==> src/rtl/wb_stream_hub_pkg.sv <==
// Shared constants for the Wishbone-to-stream hub.
// Register offsets, ROUTE/STATUS/CLEAR bit positions, ack FSM states.
package wb_stream_hub_pkg;

  localparam logic [1:0] REG_DATA   = 2'd0;
  localparam logic [1:0] REG_ROUTE  = 2'd1;
  localparam logic [1:0] REG_STATUS = 2'd2;
  localparam logic [1:0] REG_CLEAR  = 2'd3;

  localparam int ROUTE_OUT_LSB = 0;
  localparam int ROUTE_IN_LSB  = 16;

  localparam int ST_TX_CNT_LSB = 0;
  localparam int ST_RX_CNT_LSB = 8;
  localparam int ST_OVF        = 16;
  localparam int ST_UNF        = 17;
  localparam int ST_TX_FULL    = 18;
  localparam int ST_RX_EMPTY   = 19;

  localparam int CLR_FLAGS = 0;
  localparam int CLR_FLUSH = 1;

  typedef enum logic {
    ACK_IDLE = 1'b0,
    ACK_BUSY = 1'b1
  } ack_state_e;

endpackage

==> src/rtl/wb_stream_hub_fifo.sv <==
// stream_fifo: DEPTH-entry valid/ready FIFO with flush and count.
// Ports: push_valid/ready/data, pop_valid/ready/data, count, flush.
module stream_fifo #(
  parameter int W     = 32,
  parameter int DEPTH = 8
) (
  input  logic                       clk,
  input  logic                       rst_n,
  input  logic                       flush,
  input  logic                       push_valid,
  output logic                       push_ready,
  input  logic [W-1:0]               push_data,
  output logic                       pop_valid,
  input  logic                       pop_ready,
  output logic [W-1:0]               pop_data,
  output logic [$clog2(DEPTH):0]     count
);

  localparam int AW   = $clog2(DEPTH);
  localparam int CNTW = AW + 1;

  logic [W-1:0]  mem [DEPTH];
  logic [AW-1:0] wr_ptr;
  logic [AW-1:0] rd_ptr;
  logic          do_push;
  logic          do_pop;

  assign push_ready = (count != CNTW'(DEPTH));
  assign pop_valid  = (count != '0);
  assign pop_data   = mem[rd_ptr];
  assign do_push    = push_valid & push_ready;
  assign do_pop     = pop_valid & pop_ready;

  always_ff @(posedge clk or negedge rst_n) begin
    if (!rst_n) begin
      wr_ptr <= '0;
      rd_ptr <= '0;
      count  <= '0;
    end else if (flush) begin
      wr_ptr <= '0;
      rd_ptr <= '0;
      count  <= '0;
    end else begin
      if (do_push) wr_ptr <= wr_ptr + 1'b1;
      if (do_pop)  rd_ptr <= rd_ptr + 1'b1;
      count <= count + CNTW'(do_push)
                     - CNTW'(do_pop);
    end
  end

  always_ff @(posedge clk) begin
    if (do_push) mem[wr_ptr] <= push_data;
  end

endmodule

==> src/rtl/wb_stream_hub.sv <==
// Wishbone slave buffering host words into a TX FIFO toward N_CH streams
// and collecting one selected stream into an RX FIFO for host reads.
module wb_stream_hub
  import wb_stream_hub_pkg::*;
#(
  parameter int          DATA_W    = 32,
  parameter int          N_CH      = 4,
  parameter int          DEPTH     = 8,
  parameter logic [31:0] BASE_ADDR = 32'h3000_0000
) (
  input  logic                     wb_clk_i,
  input  logic                     wb_rst_i,
  input  logic                     wbs_stb_i,
  input  logic                     wbs_cyc_i,
  input  logic                     wbs_we_i,
  input  logic [3:0]               wbs_sel_i,
  input  logic [31:0]              wbs_dat_i,
  input  logic [31:0]              wbs_adr_i,
  output logic                     wbs_ack_o,
  output logic [31:0]              wbs_dat_o,
  output logic [N_CH-1:0]          m_val,
  output logic [N_CH*DATA_W-1:0]   m_data,
  input  logic [N_CH-1:0]          m_rdy,
  input  logic [N_CH-1:0]          s_val,
  input  logic [N_CH*DATA_W-1:0]   s_data,
  output logic [N_CH-1:0]          s_rdy
);

  localparam int CW   = $clog2(N_CH);
  localparam int CNTW = $clog2(DEPTH) + 1;

  ack_state_e state;
  ack_state_e state_nxt;

  logic [1:0]        off;
  logic              hit;
  logic              req;
  logic              wr_dat;
  logic              wr_route;
  logic              wr_clear;
  logic              rd_req;
  logic              rd_dat;
  logic              flush;

  logic [CW-1:0]     out_sel;
  logic [CW-1:0]     in_sel;
  logic              ovf;
  logic              unf;

  logic              tx_ready;
  logic              tx_valid;
  logic [DATA_W-1:0] tx_head;
  logic [CNTW-1:0]   tx_cnt;
  logic              rx_ready;
  logic              rx_valid;
  logic [DATA_W-1:0] rx_head;
  logic [CNTW-1:0]   rx_cnt;

  logic [31:0]       status;
  logic [31:0]       rd_word;
  logic              unused_ok;

  assign unused_ok = ^{wbs_sel_i, wbs_adr_i[1:0], wbs_dat_i};

  assign off = wbs_adr_i[3:2];
  assign hit = wbs_stb_i & wbs_cyc_i
             & (wbs_adr_i[31:4] == BASE_ADDR[31:4]);
  // Held requests are not re-sampled while ack is up.
  assign req = hit & (state == ACK_IDLE);

  assign wr_dat   = req & wbs_we_i & (off == REG_DATA);
  assign wr_route = req & wbs_we_i & (off == REG_ROUTE);
  assign wr_clear = req & wbs_we_i & (off == REG_CLEAR);
  assign rd_req   = req & ~wbs_we_i;
  assign rd_dat   = rd_req & (off == REG_DATA);
  assign flush    = wr_clear & wbs_dat_i[CLR_FLUSH];

  function automatic logic [CW-1:0] fix_sel(
    input logic [CW-1:0] v
  );
    logic [31:0] wide;
    wide = 32'(v);
    return (wide >= 32'(N_CH)) ? '0 : v;
  endfunction

  stream_fifo #(
    .W     (DATA_W),
    .DEPTH (DEPTH)
  ) u_tx (
    .clk        (wb_clk_i),
    .rst_n      (wb_rst_i),
    .flush      (flush),
    .push_valid (wr_dat),
    .push_ready (tx_ready),
    .push_data  (wbs_dat_i[DATA_W-1:0]),
    .pop_valid  (tx_valid),
    .pop_ready  (m_rdy[out_sel]),
    .pop_data   (tx_head),
    .count      (tx_cnt)
  );

  stream_fifo #(
    .W     (DATA_W),
    .DEPTH (DEPTH)
  ) u_rx (
    .clk        (wb_clk_i),
    .rst_n      (wb_rst_i),
    .flush      (flush),
    .push_valid (s_val[in_sel] & wb_rst_i),
    .push_ready (rx_ready),
    .push_data  (s_data[in_sel*DATA_W +: DATA_W]),
    .pop_valid  (rx_valid),
    .pop_ready  (rd_dat),
    .pop_data   (rx_head),
    .count      (rx_cnt)
  );

  always_ff @(posedge wb_clk_i or negedge wb_rst_i) begin
    if (!wb_rst_i) state <= ACK_IDLE;
    else           state <= state_nxt;
  end

  always_comb begin
    state_nxt = state;
    unique case (state)
      ACK_IDLE: if (hit) state_nxt = ACK_BUSY;
      ACK_BUSY: state_nxt = ACK_IDLE;
      default:  state_nxt = ACK_IDLE;
    endcase
  end

  always_comb begin
    wbs_ack_o = (state == ACK_BUSY);
  end

  always_comb begin
    status = '0;
    status[ST_TX_CNT_LSB +: 8] = 8'(tx_cnt);
    status[ST_RX_CNT_LSB +: 8] = 8'(rx_cnt);
    status[ST_OVF]      = ovf;
    status[ST_UNF]      = unf;
    status[ST_TX_FULL]  = ~tx_ready;
    status[ST_RX_EMPTY] = ~rx_valid;
  end

  always_comb begin
    rd_word = '0;
    unique case (1'b1)
      off == REG_DATA: begin
        if (rx_valid) rd_word[DATA_W-1:0] = rx_head;
      end
      off == REG_ROUTE: begin
        rd_word[ROUTE_OUT_LSB +: CW] = out_sel;
        rd_word[ROUTE_IN_LSB +: CW]  = in_sel;
      end
      off == REG_STATUS: rd_word = status;
      default: rd_word = '0;
    endcase
  end

  always_ff @(posedge wb_clk_i or negedge wb_rst_i) begin
    if (!wb_rst_i) begin
      wbs_dat_o <= '0;
      out_sel   <= '0;
      in_sel    <= '0;
      ovf       <= 1'b0;
      unf       <= 1'b0;
    end else begin
      wbs_dat_o <= rd_req ? rd_word : '0;
      if (wr_route) begin
        out_sel <= fix_sel(wbs_dat_i[ROUTE_OUT_LSB +: CW]);
        in_sel  <= fix_sel(wbs_dat_i[ROUTE_IN_LSB +: CW]);
      end
      if (wr_clear & wbs_dat_i[CLR_FLAGS]) begin
        ovf <= 1'b0;
        unf <= 1'b0;
      end else begin
        if (wr_dat & ~tx_ready) ovf <= 1'b1;
        if (rd_dat & ~rx_valid) unf <= 1'b1;
      end
    end
  end

  always_comb begin
    m_val = '0;
    m_val[out_sel] = tx_valid;
    s_rdy = '0;
    s_rdy[in_sel] = rx_ready & wb_rst_i;
  end

  assign m_data = {N_CH{tx_head}};

endmodule

==> config.mk <==
export PLATFORM = sky130hd
export DESIGN_NAME = wb_stream_hub
export DESIGN_NICKNAME = d
export VERILOG_FILES = /design/src/rtl/wb_stream_hub_pkg.sv /design/src/rtl/wb_stream_hub_fifo.sv /design/src/rtl/wb_stream_hub.sv
export SDC_FILE = /design/constraint.sdc
export NUM_CORES = 1
export LEC_CHECK = 0
export ABC_AREA = 1
export ABC_CLOCK_PERIOD_IN_PS = 4400
export CORE_ASPECT_RATIO = 1.2
export CORE_MARGIN = 2
export CORE_UTILIZATION = 50
export DETAILED_ROUTE_END_ITERATION = 7
export PLACE_DENSITY = 0.77
export SETUP_SLACK_MARGIN = 0.2
export SLEW_MARGIN = 20
export SYNTH_ARGS = -nofsm -noshare
export SYNTH_HDL_FRONTEND = slang
export SYNTH_HIERARCHICAL = 1
export SYNTH_SLANG_ARGS = --single-unit
export TNS_END_PERCENT = 30
==> constraint.sdc <==
create_clock -name wb_clk_i -period 4.4 [get_ports wb_clk_i]
set_input_delay 0.88 -clock wb_clk_i [delete_from_list [all_inputs] [get_ports wb_clk_i]]
set_output_delay 0.88 -clock wb_clk_i [all_outputs]
set_load 0.03 [all_outputs]
# Word-level counts from Yosys, hierarchy flattened
# Memory sizes are Yosys's and may differ from the RTL's.
# Cells that the tools add are included.
[classes]
n_mux = 34
n_eq_ne = 6
shift = 1
reduce_logical = 11
add_sub_neg = 8
bitwise_logic = 25
n_lt_le_gt_ge = 4
[op_table]
columns = ["operator", "n"]
rows = [
  ["128-bit by 8-bit variable part select with 32-bit output", 1],
  ["32-bit 2-to-1 mux", 2],
  ["14-bit case mux with 2 select lines", 2],
  ["28-bit by 26-bit equality test with 1-bit output, second input constant", 1],
  ["3-bit 2-to-1 mux", 8],
  ["1-bit AND", 19],
  ["1-bit 2-to-1 mux", 13],
  ["3-bit by 1-bit adder with 3-bit output, second input constant", 4],
  ["2-bit case mux with 3 select lines", 2],
  ["2-bit nonzero test", 6],
  ["4-bit by 1-bit adder with 4-bit output", 2],
  ["4-bit AND", 2],
  ["4-bit 2-to-1 mux", 2],
  ["4-bit inequality test, second input constant", 2],
  ["4-bit nonzero test", 2],
  ["4-bit by 1-bit subtractor with 4-bit output", 2],
  ["2-bit by 3-bit less-than comparator with 1-bit output, second input constant", 2],
  ["1-bit binary-select mux with 2-bit select", 2],
  ["1-bit demux with 2-bit select", 2],
  ["2-bit equality test, second input constant", 2],
  ["2-bit by 1-bit greater-or-equal comparator with 1-bit output, second input constant", 2],
  ["1-bit inverter", 4],
  ["2-bit by 1-bit equality test with 1-bit output, second input constant", 1],
  ["1-bit logical AND", 2],
  ["2 further kinds", 2],
]
[word_totals]
memories = 2
elab_cells = 103
register_bits = 59
ram_bits = 512
out_inout_bits = 169
[memory_table]
columns = ["memory", "words", "width", "read_ports", "rd_ports_with_merged_regs", "write_ports", "line_no", "source"]
rows = [
  ["u_rx.mem", 8, 32, 1, 0, 1, "wb_stream_hub_fifo.sv:22", "logic [W-1:0] mem [DEPTH];"],
  ["u_tx.mem", 8, 32, 1, 0, 1, "wb_stream_hub_fifo.sv:22", ""],
]

# Depth between registers and ports, before layout
# Gate-level depths: netlist of run 1.
[depth]
ltp_word = 9
depth_mapped = 18
depth_no_buf = 18

# By module
# The synthesis of run 1 kept the hierarchy.
[modules_own_cells]
columns = ["module", "area_per_inst_um2", "instances", "cells_per_inst"]
rows = [
  ["stream_fifo", 11762.5, 2, 1196],
  ["wb_stream_hub", 3315.7, 1, 465],
]

# Worst setup path before layout of run 1
# No wires, ideal clock.
[synth_path]
path_type = "in2reg"
start = "input wbs_adr_i[25]"
end = "memory u_tx.mem[4][0], enable pin"
path_stages = 10
required_ns = 3.939
setup_slack_ns = -0.157
path_buffers = 1
arrival_ns = 4.096
setup_ns = 0.461
cell_sequence = "nor2_1 > nand2_1 > nor2_1 > nand2_1 > nor2_4 > nand2_1 > nor2_1 > nand2_1 > buf_2 > nor3_1"
[synth_between]
elab_chain_cells = 8
[synth_lines]
columns = ["element", "line_no", "source"]
rows = [
  ["from (decl)", "wb_stream_hub.sv:18", "input logic [31:0] wbs_adr_i,"],
  ["28-bit by 26-bit equality test with 1-bit output", "wb_stream_hub.sv:67", "& (wbs_adr_i[31:4] == BASE_ADDR[31:4]);"],
  ["1-bit AND", "wb_stream_hub.sv:67", ""],
  ["1-bit AND", "wb_stream_hub.sv:69", "assign req = hit & (state == ACK_IDLE);"],
  ["1-bit AND (2 in a row)", "wb_stream_hub.sv:71", "assign wr_dat = req & wbs_we_i & (off == REG_DATA);"],
  ["net wr_dat", "wb_stream_hub.sv:38", "logic wr_dat;"],
  ["1-bit AND", "wb_stream_hub_fifo.sv:31", "assign do_push = push_valid & push_ready;"],
  ["1-bit 2-to-1 mux", "wb_stream_hub_fifo.sv:52", "if (do_push) mem[wr_ptr] <= push_data;"],
  ["1-bit 2-to-1 mux (not written as such)", "wb_stream_hub_fifo.sv:52", ""],
  ["to (decl)", "wb_stream_hub_fifo.sv:22", ""],
]
# The timed path passes the listed nets, and every way through them passes these cells.

# Worst setup path in the final report of run 1
[layout_path]
start = "register u_tx.rd_ptr[0]"
end = "output m_data[61]"
[layout_between]
elab_chain_cells = 1
[layout_lines]
columns = ["element", "line_no", "source"]
rows = [
  ["from (decl)", "wb_stream_hub_fifo.sv:24", "logic [AW-1:0] rd_ptr;"],
  ["from (signal assigned)", "wb_stream_hub_fifo.sv:45", "if (do_pop) rd_ptr <= rd_ptr + 1'b1;"],
  ["memory 8 x 32 bit", "--", ""],
  ["to (decl)", "wb_stream_hub.sv:22", "output logic [N_CH*DATA_W-1:0] m_data,"],
]
# Every way passes these cells.

==> summary.md, run 1 <==
| Metric | Value |
|---|---|
| Starting density of the core | 0.503 |
| Core Area | 0.0534 mm^2 |
| Post-synth EDFFs | 512 |
| Post-Route WL | 65100 um |
| Residual DRC | 0 |
| Final Max Tran Viols | 0 |
| WP data required | 3.52 ns |
| Final WS setup | around 0.52 ns |
| Worst r2r dst | u_rx/count[2] |
| Distinct cells, synth | 27 |
| FF+latch count, synth | 571 |
| Share of cells above drive strength 1 | 0.0526 |
| Setup crit end kind | output port |
| Core Util, Final | 0.608 |
| Mean post-synth cell area | 9.39 um^2 |
| Die Span Y | 258 um |
| Nets | roughly 3300 |
| Post-Place Cells | 3767 |
| Initial DRC Count | approximately 1400 |
| Slack of the worst reg-to-reg path | 0.64 ns |
| Register area share after synthesis | 0.628 |
| GR Util All Layers | 0.233 |
| Routed wire per std cell | 16.8 um |
| R2R depth | 11 |
| Worst path slowest cell | clkdlybuf4s50_1 |
| Skew-Pair Late Insertion Delay | 0.60 ns |
| WP depth | 8 |
| Worst setup path startpoint | u_tx/rd_ptr[0] |
| Post CTS Setup Buffer Count | 0 |
| PD cells | 549 mW/mm^2 |
| Total power | 17.8 mW |
| IO Port Bufs | 371 |
| Pin count of the biggest net entering global routing | 73 |
| Chip width | 216 um |
| Placed cell areas | 0.0307 mm^2 |
| Crit Path Class | reg -> out |
| Final hold violation count | 0 |
| Total CTS buffers | 53 |
| Outcome | complete, no violations |
| Buf/Inv on CP | 3 |
| Crit-path max cell delay | between 0.6 and 0.7 ns |
| Worst-margin pin slew | 0.990 ns |
| Max-Cap Viols | 0 |
| Final weighted congestion in routability-driven placement | roughly 0.86 |
| Min Tclk post-route | 3.88 ns |
| Ys flop type | edfxtp_1 |
| Global-route wire length before repair | approximately 100000 um |
| Vias in the first global route | 19900 |
| Peak VDD IR | about 0.00073 V |
| Hold_ws | 0.135 ns |
| CTS tree | built |
| Synthesized Nets | 3084 |
| Area delta synth->final | 21.0% |
| Critical path launch point type | flop |
| CP arrival | ~3 ns |
| Post-synthesis cell count | roughly 2900 |
| Setup TNS | 0 ns |
| Post-CTS sizing | 0 |
| Root buffer cell | clkbuf_16 |
| Place WS | 0.421 ns |
| Clock tree sinks | approximately 570 |
| Vias | 19800 |
| Min-delay worst type | in -> async |
| I/O pins | 378 |
| CTS Hold Buffers Added | 0 |
| Drt pass-1 iters | 6 |
| Design Area, Final | 0.0325 mm^2 |
| DRT antenna net count | 0 |
| Synth warn | 6 |
| R2R Path Start | in_sel[1] |
| Clk_skew | 0.0159 ns |
| Unrepaired setup endpoints after global routing | false |
| Leak Pwr | 14.6 nW |
| Crit Path Max Fanout | 68 |
| Longest Clk Path Bufs | 3 |
| Asr flop ratio synth | 0.103 |
| Synth Cell Area | ~0.027 mm^2 |
| Slew HR | 0.340 |
| Die ar. | 0.0556 mm^2 |
| # setup viols final | 0 |
| Vias per cell | 5.11 |
| Dpl hpwl | 41100 um |
| Fin crit share | 0.882 |
| Num rows | between 90 and 100 |
| Worst-path clk slew | 0.07 ns |
| Global route overflow | 0 |
| Peak Freq | 0.258 GHz |
| Cells along the critical path | clkinv_2 > buf_4 > nand2_1 > nand3_1 > nand2_1 > nand2_1 > nand2_1 > clkdlybuf4s50_1 |
| H-tree levels | 2 |
| Crit path max-delay family | buffers and inverters |
| Final cell count without fillers | between 3000 and 4000 |
| Critical Path End | m_data[61] |
| Most used cell, CP | nand2_1 |
| Initial antenna violation count | 2 |
==> where the power goes <==
group | total [mW] | switching (mW) | leakage (nW) | internal [mW]
Sequential | 6.28 | 0.123 | 5.37 | 6.15
Combinational | 6.97 | 4.44 | 8.41 | 2.53
Clock | 4.57 | 1.94 | 0.852 | 2.63
Total | 17.8 | 6.50 | 14.6 | 11.3
==> cell usage in the layout (no fill, tap or decap), types with 2 or more instances in the layout <==
cell type,count
nand4_1,16
inv_2,3
or2_2,2
nor3_2,16
buf_4,39
clkinv_1,17
dfrtp_1,54
clkinv_4,3
a21oi_1,5
inv_6,3
clkbuf_16,55
nor2_1,55
xnor2_1,2
clkdlybuf4s50_1,370
diode_2,3
clkinv_2,10
edfxtp_1,512
nand2_1,909
bufinv_16,6
nand3_1,387
a31oi_1,5
buf_12,9
dfrtp_2,3
a22oi_1,32
nand2_4,2
nor3_1,8
clkbuf_1,6
inv_1,586
o21ai_0,4
nor2_2,10
ha_1,16
dfrtp_4,2
fa_1,2
==> Yosys cell counts, types with 24 or more instances <==
| master | count | share of area |
|---|---|---|
| nor3_1 | 24 | 0.0045 |
| clkbuf_1 | 39 | 0.0055 |
| edfxtp_1 | 512 | 0.57 |
| buf_2 | 68 | 0.013 |
| nor2_1 | 57 | 0.0080 |
| buf_4 | 96 | 0.027 |
| nand2_1 | 909 | 0.13 |
| nand3_1 | 387 | 0.072 |
| dfrtp_1 | 59 | 0.055 |
| inv_1 | 587 | 0.082 |
| a22oi_1 | 32 | 0.0090 |
==> how the worst min path moves through the flow <==
stage                  start             to  slack [ns]  cells after the start
2_1_floorplan  u_rx/count[2]  wbs_dat_o[10]        0.45                      2
3_3_place_gp   u_rx/count[2]  wbs_dat_o[10]        0.49                      2
3_5_place_dp   u_tx/count[2]   wbs_dat_o[2]        0.50                      2
4_1_cts             wb_rst_i  wbs_dat_o[28]        0.11                      1
5_1_grt             wb_rst_i  wbs_dat_o[27]        0.13                      1
6_report            wb_rst_i  wbs_dat_o[27]        0.13                      1
==> cell families after synthesis <==
logic type | count (synthesis) | share of synthesized area
DFF | 571 | 0.628
AOI/OAI and AO/OA | 47 | 0.0121
adders and majority gates | 18 | 0.00895
and+or+nand+nor | 1407 | 0.220
xor gates and xnor gates | 2 | 0.000653
buffers and inverters | 812 | 0.131
==> layout make-up <==
cell class	instances	area, um^2
multi-input cells	1474	6570
diodes	3	7.51
well taps	712	891
clock buffers	61	1400
clock inverters	37	340
inverters	592	2220
flip-flops and latches	571	16900
repair buffers	418	4180
fillers	4117	20900
==> flip-flops by register name, indices dropped and copies added, names as in the netlist <==
signal	flops
u_rx/count	4
wbs_dat_o	32
u_rx/wr_ptr	3
unf	1
u_tx/wr_ptr	3
wbs_ack_o	1
u_rx/rd_ptr	3
u_tx/mem	256
u_tx/rd_ptr	3
u_rx/mem	256
u_tx/count	4
out_sel	2
ovf	1
in_sel	2
==> metal layers <==
metal / up-vias / share of wire / track usage
met2: 889 / 0.53 / 0.439
met4: 2 / 0.035 / 0.0950
met5: - / 0.00015 / 0
li1: 9402 / - / -
met3: 160 / 0.074 / 0.0369
met1: 9317 / 0.37 / 0.260
Note: power is estimated with default switching activity, not from simulation.
==> inputs of run 2 (changes only) <==
--- a/config.mk
+++ b/config.mk
@@ -10,6 +10,8 @@
 export CORE_ASPECT_RATIO = 1.2
 export CORE_MARGIN = 2
 export CORE_UTILIZATION = 50
+export CTS_CLUSTER_DIAMETER = 40
+export CTS_CLUSTER_SIZE = 25
 export DETAILED_ROUTE_END_ITERATION = 7
 export PLACE_DENSITY = 0.77
 export SETUP_SLACK_MARGIN = 0.2
==> run 2 against run 1 <==
Worst setup slack worse by 0.0068 ns. Global-route usage up 0.21 points. Cell area up 0.82%. Sequential power about the same. Critical path type unchanged. Count of clock-buffer cells in the layout up 1. Highest routed layer is now met4. Flip-flop and latch count unchanged. Combinational power about the same. Final cell count up 0.21%. Worst hold slack worse by 0.024 ns.
==> summary.md, run 2 (same netlist as run 1, synthesis figures left out) <==
| Metric | Value |
|---|---|
| Final Max Tran Viols | 0 |
| Worst r2r dst | u_rx/count[2] |
| Total CTS buffers | 57 |
| Crit Path Max Fanout | 68 |
| Post-Route WL | 65400 um |
| Post-CTS sizing | 0 |
| Critical path launch point type | flop |
| Die Span Y | ~260 um |
| Num rows | 93 |
| Setup crit end kind | output port |
| Post-Place Cells | 3767 |
| IO Port Bufs | between 300 and 400 |
| Starting density of the core | 0.503 |
| Skew-Pair Late Insertion Delay | 0.63 ns |
| Share of cells above drive strength 1 | 0.0604 |
| Post CTS Setup Buffer Count | 0 |
| Max-Cap Viols | 0 |
| Total power | 18.3 mW |
| Chip width | ~220 um |
| Nets | 3341 |
| Residual DRC | 0 |
| R2R Path Start | in_sel[1] |
| Leak Pwr | 14.7 nW |
| Design Area, Final | roughly 0.033 mm^2 |
| Min Tclk post-route | 3.89 ns |
| CP arrival | 3.01 ns |
| Core Util, Final | 0.613 |
| Vias | 19800 |
| Routed wire per std cell | 16.9 um |
| Longest Clk Path Bufs | 3 |
| Final cell count without fillers | 3876 |
| Commonest non-fill, non-tap cell in the layout | nand2_1 |
| I/O pins | 378 |
| Worst-margin pin slew | between 0.9 and 1 ns |
| PD cells | 559 mW/mm^2 |
| Core Area | ~0.053 mm^2 |
| Crit Path Class | reg -> out |
| H-tree levels | 2 |
| Clk_skew | between 0.03 and 0.04 ns |
| Pin count of the biggest net entering global routing | 73 |
| WP data required | roughly 3.5 ns |
| Dpl hpwl | 41100 um |
| Outcome | complete, no violations |
| Root buffer cell | clkbuf_16 |
| CTS Hold Buffers Added | 0 |
| Global route overflow | 0 |
| Most frequent cells in the layout | 909 x nand2_1, 586 x inv_1, 512 x edfxtp_1 |
| Die ar. | 0.0556 mm^2 |
| Placed cell areas | around 0.031 mm^2 |
| Drt pass-1 iters | 5 |
| CTS tree | built |
| Vias in the first global route | 20100 |
| DRT antenna net count | 0 |
| Peak Freq | 0.257 GHz |
| Initial DRC Count | 1407 |
| Peak VDD IR | 0.000734 V |
| GR Util All Layers | 0.235 |
| Global-route wire length before repair | 102000 um |
| Slew HR | 0.336 |
| Biggest regs | u_rx/mem: 256 flops, u_tx/mem: 256 flops, wbs_dat_o: 32 flops |
| R2R depth | 11 |
| Min-delay worst type | in -> async |
| Final hold violation count | 0 |
| Clock tree sinks | 571 |
| # setup viols final | 0 |
| Fin crit share | 0.884 |
| Worst-path clk slew | 0.07 ns |
| Initial antenna violation count | 1 |
| Unrepaired setup endpoints after global routing | false |
| Area delta synth->final | 22.0% |
| Vias per cell | slightly above 5 |
| Slack of the worst reg-to-reg path | 0.59 ns |
| Hold_ws | roughly 0.11 ns |
| Final weighted congestion in routability-driven placement | 0.864 |
==> run 2: where the power goes <==
part / switching, mW / internal (mW) / leakage, nW
Sequential: 0.121 / 6.15 / 5.37
Clock: 2.28 / 2.76 / 0.971
Combinational: 4.44 / 2.53 / 8.41
Total: 6.85 / 11.4 / 14.7
==> run 2: per-layer routing <==
layer  vias up  global-route usage  routed length (um)
met5         -                   0                   0
met4         0               0.110                2520
met3       174              0.0335                4720
met2       875               0.441               34400
met1      9349               0.262               23800
li1       9432                   -                   -
==> run 2: how the worst max path moves through the flow <==
stage          cells past startpoint           start  slack (ns)        endpoint
2_1_floorplan                     10   wbs_adr_i[25]       -0.16  u_tx/mem[4][0]
3_3_place_gp                      15   wbs_adr_i[31]        0.48   u_tx/count[2]
4_1_cts                            8  u_tx/rd_ptr[0]        0.47      m_data[61]
6_report                           8  u_tx/rd_ptr[0]        0.51      m_data[49]
3_5_place_dp                      15   wbs_adr_i[31]        0.42   u_tx/count[2]
5_1_grt                            8  u_tx/rd_ptr[0]        0.32      m_data[16]
==> run 2: final cells by class <==
cell class	instances	area, um^2
multi-input combinational	1474	6570
antenna	3	7.51
timing repair buffer	418	4180
fill	4064	20700
inverter	592	2220
clock buffer	62	1490
clock inverter	44	519
sequential	571	16900
tap	712	891
==> run 2: through the flow <==
| stage | TNS (ns) | setup WS [ns] |
|---|---|---|
| floorplan | -40.24 | -0.157 |
| global placement | 0 | 0.482 |
| detailed placement | 0 | 0.421 |
| CTS | 0 | 0.465 |
| global route | 0 | 0.321 |
| finish | 0 | 0.512 |
==> run 2: critical path: stages (launching register included) <==
cell             delay [ns]
dfrtp_4                0.59
clkinv_2               0.08
buf_4                  0.56
nand2_1                0.12
nand3_1                0.10
nand2_1                0.06
nand2_1                0.07
nand2_1                0.15
clkdlybuf4s50_1        0.63
==> inputs of run 3 (changes only) <==
--- a/config.mk
+++ b/config.mk
@@ -13,9 +13,8 @@
 export CTS_CLUSTER_DIAMETER = 40
 export CTS_CLUSTER_SIZE = 25
 export DETAILED_ROUTE_END_ITERATION = 7
-export PLACE_DENSITY = 0.77
+export PLACE_DENSITY = 0.85
 export SETUP_SLACK_MARGIN = 0.2
-export SLEW_MARGIN = 20
 export SYNTH_ARGS = -nofsm -noshare
 export SYNTH_HDL_FRONTEND = slang
 export SYNTH_HIERARCHICAL = 1
==> run 3 against run 2 <==
Combinational power rose by 0.7%. Via count fell by 1.1%. Flip-flop and latch count did not move. Critical path depth did not move. Critical endpoint is now m_data[57].
==> summary.md, run 3 (same netlist as run 1, synthesis figures left out) <==
| Metric | Value |
|---|---|
| Cells along the critical path | clkinv_4 > buf_12 > nand2_1 > nand3_1 > nand2_1 > nand2_1 > nand2_1 > clkdlybuf4s50_1 |
| Peak Freq | 0.254 GHz |
| Slack of the worst reg-to-reg path | 0.55 ns |
| Final WS setup | about 0.47 ns |
| Crit-path max cell delay | 0.72 ns |
| # setup viols final | 0 |
| Setup crit end kind | output port |
| Slew HR | 0.393 |
| Commonest non-fill, non-tap cell in the layout | nand2_1 |
| Crit Path Max Fanout | just under 70 |
| Clk_skew | 0.0231 ns |
| Min-delay worst type | in -> async |
| Sequential standard cell area | 0.0169 mm^2 |
| Area delta synth->final | 21.3% |
| Buf/Inv on CP | 3 |
| Worst r2r dst | u_rx/count[2] |
| R2R Path Start | in_sel[0] |
| Root buffer cell | clkbuf_16 |
| Fill count | 3969 |
| IO Port Bufs | 371 |
| Share of cells above drive strength 1 | 0.0595 |
| CTS tree | built |
| Most used cell, CP | nand2_1 |
| DRT antenna net count | 0 |
| Pin count of the biggest net entering global routing | 84 |
| Die Span Y | between 200 and 300 um |
| CP arrival | 3.05 ns |
| Critical path launch point type | flop |
| Met2 usage | 0.410 |
| CTS Hold Buffers Added | 0 |
| Final weighted congestion in routability-driven placement | around 0.8 |
| Total CTS buffers | 54 |
| Skew-Pair Late Insertion Delay | approximately 0.6 ns |
| Outcome | complete, no violations |
| R2R depth | 12 |
| Longest Clk Path Bufs | 3 |
| Worst-path clk slew | ~0.08 ns |
| Dpl hpwl | 38900 um |
| Final Max Tran Viols | 0 |
| Met3 Use GR | 0.0430 |
| Post-Route WL | 63700 um |
| Biggest regs | u_rx/mem: 256 flops, u_tx/mem: 256 flops, wbs_dat_o: 32 flops |
| Routed wire per std cell | 16.5 um |
| Nets | 3340 |
| Min Tclk post-route | 3.93 ns |
| Crit path max-delay family | buffers and inverters |
| I/O pins | 378 |
| Vias in the first global route | 19300 |
| Met1 usage | 0.258 |
| Starting density of the core | 0.503 |
| Clock tree sinks | 571 |
| Crit Path Class | reg -> out |
| Multi-input gate area | 0.00657 mm^2 |
| Setup TNS | 0 ns |
| WP data required | 3.52 ns |
| Peak VDD IR | 0.000859 V |
| Unrepaired setup endpoints after global routing | false |
| Vias per cell | 5.06 |
| Global route overflow | 0 |
| PD cells | 557 mW/mm^2 |
| Place WS | roughly 0.53 ns |
| Worst setup path startpoint | u_tx/rd_ptr[0] |
| Initial antenna violation count | 2 |
| Core Area | 0.0534 mm^2 |
| Global-route wire length before repair | 98300 um |
| Num rows | 93 |
| Max-Cap Viols | 0 |
| Drt pass-1 iters | 7 |
| Fin crit share | 0.894 |
| Initial DRC Count | approximately 1400 |
| H-tree levels | 2 |
| GR Util All Layers | 0.227 |
| Final hold violation count | 0 |
| WP depth | 8 |
| GR peak layer | met2 |
| Most frequent cells in the layout | 909 x nand2_1, 586 x inv_1, 512 x edfxtp_1 |
| Leak Pwr | 14.7 nW |
| Vias | 19600 |
| Residual DRC | 0 |
| Worst path slowest cell | clkdlybuf4s50_1 |
| Chip width | between 200 and 250 um |
| Worst-margin pin slew | 0.910 ns |
| Die ar. | between 0.05 and 0.06 mm^2 |
-- run 3: worst register-to-register path: cells and delay by family, from the launching register on --
family,cells,cell delay (ns)
AOI/OAI and AO/OA,2,0.59
xor gates and xnor gates,1,0.18
adders and majority gates,3,1.02
buffers and inverters,3,0.47
DFF,1,0.84
and+or+nand+nor,3,0.65
-- run 3: final cells by class --
class,instances,share of cell area
Sequential cell,571,0.518
Multi-Input combinational cell,1474,0.202
Timing Repair Buffer,420,0.126
Inverter,592,0.0684
Clock buffer,59,0.0427
Tap cell,712,0.0274
Clock inverter,42,0.0156
Antenna cell,1,0.0000769
-- run 3: worst max path at each step --
| stage | to | slack, ns |
|---|---|---|
| after floorplan | u_tx/mem[4][0] | -0.16 |
| after global placement | u_rx/count[2] | 0.64 |
| after detailed placement | u_rx/count[2] | 0.53 |
| after CTS | m_data[31] | 0.30 |
| after global routing | u_rx/count[2] | 0.29 |
| final | m_data[57] | 0.47 |
-- run 3: report_power, final --
part	switching (mW)	leakage, nW	total, mW	internal [mW]
logic	4.48	8.40	7.02	2.54
clock network	2.23	0.910	4.83	2.61
registers	0.121	5.37	6.27	6.15
total	6.83	14.7	18.1	11.3
-- run 3: what timing repair did --
item,4_1_cts,5_1_grt
buffers inserted,0,1
pin swaps,0,0
endpoints found under the setup margin,96,12
endpoints found under the hold margin,0,0
gates resized for setup,1,0
-- run 3: stage by stage --
step | utilization | instances | hold slack, ns | total power [mW] | area, um^2
global route | 0.610 | 3870 | 0.172 | 18.9 | 32600
floorplan | - | 2857 | 0.449 | 11.5 | 26800
global placement | 0.574 | 3768 | 0.476 | 13.2 | 30600
CTS | 0.609 | 3869 | 0.158 | 18.2 | 32500
detailed placement | 0.574 | 3768 | 0.481 | 13.4 | 30600
finish | 0.610 | 3871 | 0.181 | 18.1 | 32600
-- run 3: layer usage --
metal	share of wire	vias up	wire length, um
met5	0.00041	-	26
met4	0.038	4	2400
met3	0.087	180	5540
met2	0.51	956	32800
met1	0.36	9058	23000
li1	-	9408	-
==> patch: new RTL, flow settings as in run 2 <==
Change the parameter `N_CH` from 4 to 2.
--- a/src/rtl/wb_stream_hub.sv
+++ b/src/rtl/wb_stream_hub.sv
@@ -6,3 +6,3 @@
   parameter int          DATA_W    = 32,
-  parameter int          N_CH      = 4,
+  parameter int          N_CH      = 2,
   parameter int          DEPTH     = 8,
Interface: changed (6 resized); port bits go from 378 to 242. The function was not compared with the original's and may differ.
==> patch against run 2 <==
Combinational power shrank 31%; power shrank 9.9%; worst setup slack lost 96 ps; sequential cell count shrank 2; wire length shrank 9.8%; first-iteration DRC count grew 28%; hold slack gained 380 ps; area after synthesis shrank 3.2%; critical path depth is the same; cell area shrank 5.3%; critical path type unchanged; largest cell class unchanged.
==> patch: results (changes against run 2) <==
| Metric | Value |
|---|---|
| Multiplexer share of the synthesized area | 0.04335% (was 0%) |
| Input/output buffers | 235 (was 371) |
| Capture instance of the worst register-to-register path | u_rx/count[2] (unchanged) |
| Via count of the routed design | 18328 (was 19830) |
| Synth async-reset ratio | 10.02% (was 10.33%) |
| Ranking of synthesized cells by instance count | 1001 x nand2_1, 584 x inv_1, 512 x edfxtp_1 (was 909 x nand2_1, 587 x inv_1, 512 x edfxtp_1) |
| Arithmetic-cell share of the synthesized area counting full adders, half adders and majority gates | 0.9249% (was 0.8950%) |
| Worst Reg-to-Reg Cells | 11 (unchanged) |
| Headroom to the max-slew limit | 34.50% (was 33.58%) |
| Total GRT Usage | 21.98% (was 23.49%) |
| Lkg Pwr | 14.24 nW (was 14.75 nW) |
| Syn Nets | 2887 (was 3084) |
| Worst endpoint data arrival time | 3100 ps (was 3010 ps) |
| Number of different library cells in the post-synthesis netlist | 30 (was 27) |
| Wire length of the first global-routing pass | 91.47 mm (was 102.2 mm) |
| Clock tree buffer depth | 3 (unchanged) |
| DRT iter0 DRCs | 1796 (was 1407) |
| Peak ir drop on the vdd network | 417.4 uV (was 733.5 uV) |
| Cell at the root of the clock tree | clkbuf_16 (unchanged) |
| Fill cell count | 3926 (was 4064) |
| Setup slack, reg-to-reg | 950 ps (was 590 ps) |
| Nets | 3074 (was 3341) |
| Share of final-layout standard cells stronger than drive strength 1 | 6.777% (was 6.042%) |
| Peak fanout along the critical path | 49 (was 68) |
| Sequential cell area fraction in the yosys report | 64.68% (was 62.78%) |
| Wirelength per Cell | 16.11 um (was 16.88 um) |
| Maximum number of pins on one net before global-route repair | 90 (was 73) |
| Fraction of the mapped netlist area in compound gates | 0.1830% (was 1.207%) |
| Number of flops mapped to enable cells by yosys | 512 (unchanged) |
| Clock buffer count from CTS | 59 (was 57) |
| Post-Synth XOR/XNOR Area | 0.06744% (was 0.06526%) |
| HPWL after detailed placement | 34.56 mm (was 41.14 mm) |
| Start of the worst register-to-register path | in_sel (was in_sel[1]) |
| Placement-stage cell area | 0.02880 mm^2 (was 0.03072 mm^2) |
| Synth area leaders | edfxtp_1 59%, nand2_1 14%, inv_1 8.4% (was edfxtp_1 57%, nand2_1 13%, inv_1 8.2%) |
| Run status | complete, no violations (unchanged) |
| Post-route clock skew | 23.95 ps (was 31.23 ps) |
| Weighted congestion at the end of routability-driven global placement | 0.7754 (was 0.8638) |
## patch: repair_timing
item | 4_1_cts | 5_1_grt
endpoints found under the hold margin | 0 | 0
resized for setup | 0 | 1
endpoints found under the setup margin | 0 | 28
## patch: cell type report
cell class              instances  share of cell area [%]
flip-flops and latches        569                   54.25
multi-input cells            1423                   20.17
repair buffers                269                   8.524
inverters                     593                   7.200
clock buffers                  64                   4.926
well taps                     697                   2.814
clock inverters                48                   2.104
diodes                          1                0.008076
## patch: layer usage
layer | global-route usage [%] | wire [um]
met5 | 0 | 13
met4 | 8.109 | 1530
met3 | 3.300 | 4808
met2 | 40.37 | 30800
met1 | 25.94 | 21870
## patch: power by group
group / internal [mW] / switching, mW
logic: 1.68 / 3.10
registers: 6.13 / 0.159
clock network: 3.14 / 2.27
## patch: logic make-up after synthesis
group           after synthesis
xor+xnor                      2
simple gates               1393
compound gates                9
mux                           1
fa+ha+maj                    18
flops                       569
buf+inv                     736
## patch: per-stage QoR
stage | hold slack, ps | setup WS [ps] | cells | utilization, %
after CTS | 532.2 | 235.2 | 3663 | 60.33
after global placement | 507.0 | 601.1 | 3551 | 56.09
final | 494.1 | 415.6 | 3664 | 60.34
after global routing | 567.6 | 257.3 | 3663 | 60.34
after detailed placement | 518.5 | 515.2 | 3551 | 56.09
after floorplan | 468.7 | -252.8 | 2728 | -
## patch: worst max-delay path by stage
stage | cells past startpoint | endpoint | slack (ps) | startpoint
after floorplan | 8 | u_tx/mem[4][0] | -250 | wbs_adr_i[31]
after global placement | 15 | u_tx/count[2] | 600 | wbs_adr_i[29]
after detailed placement | 14 | u_tx/count[2] | 520 | wbs_adr_i[25]
after CTS | 8 | m_data[21] | 240 | u_tx/rd_ptr[0]
after global routing | 8 | m_data[40] | 260 | u_tx/rd_ptr[0]
final | 8 | m_data[36] | 420 | u_tx/rd_ptr[0]
## patch: worst max-delay path: stages, from the launching register on
cell and delay [ps]:
dfrtp_4 750, clkinv_2 130, buf_4 330, nand2_1 120, nand3_1 70, nand2_1 110
nand2_1 50, nand2_1 160, clkdlybuf4s50_1 700
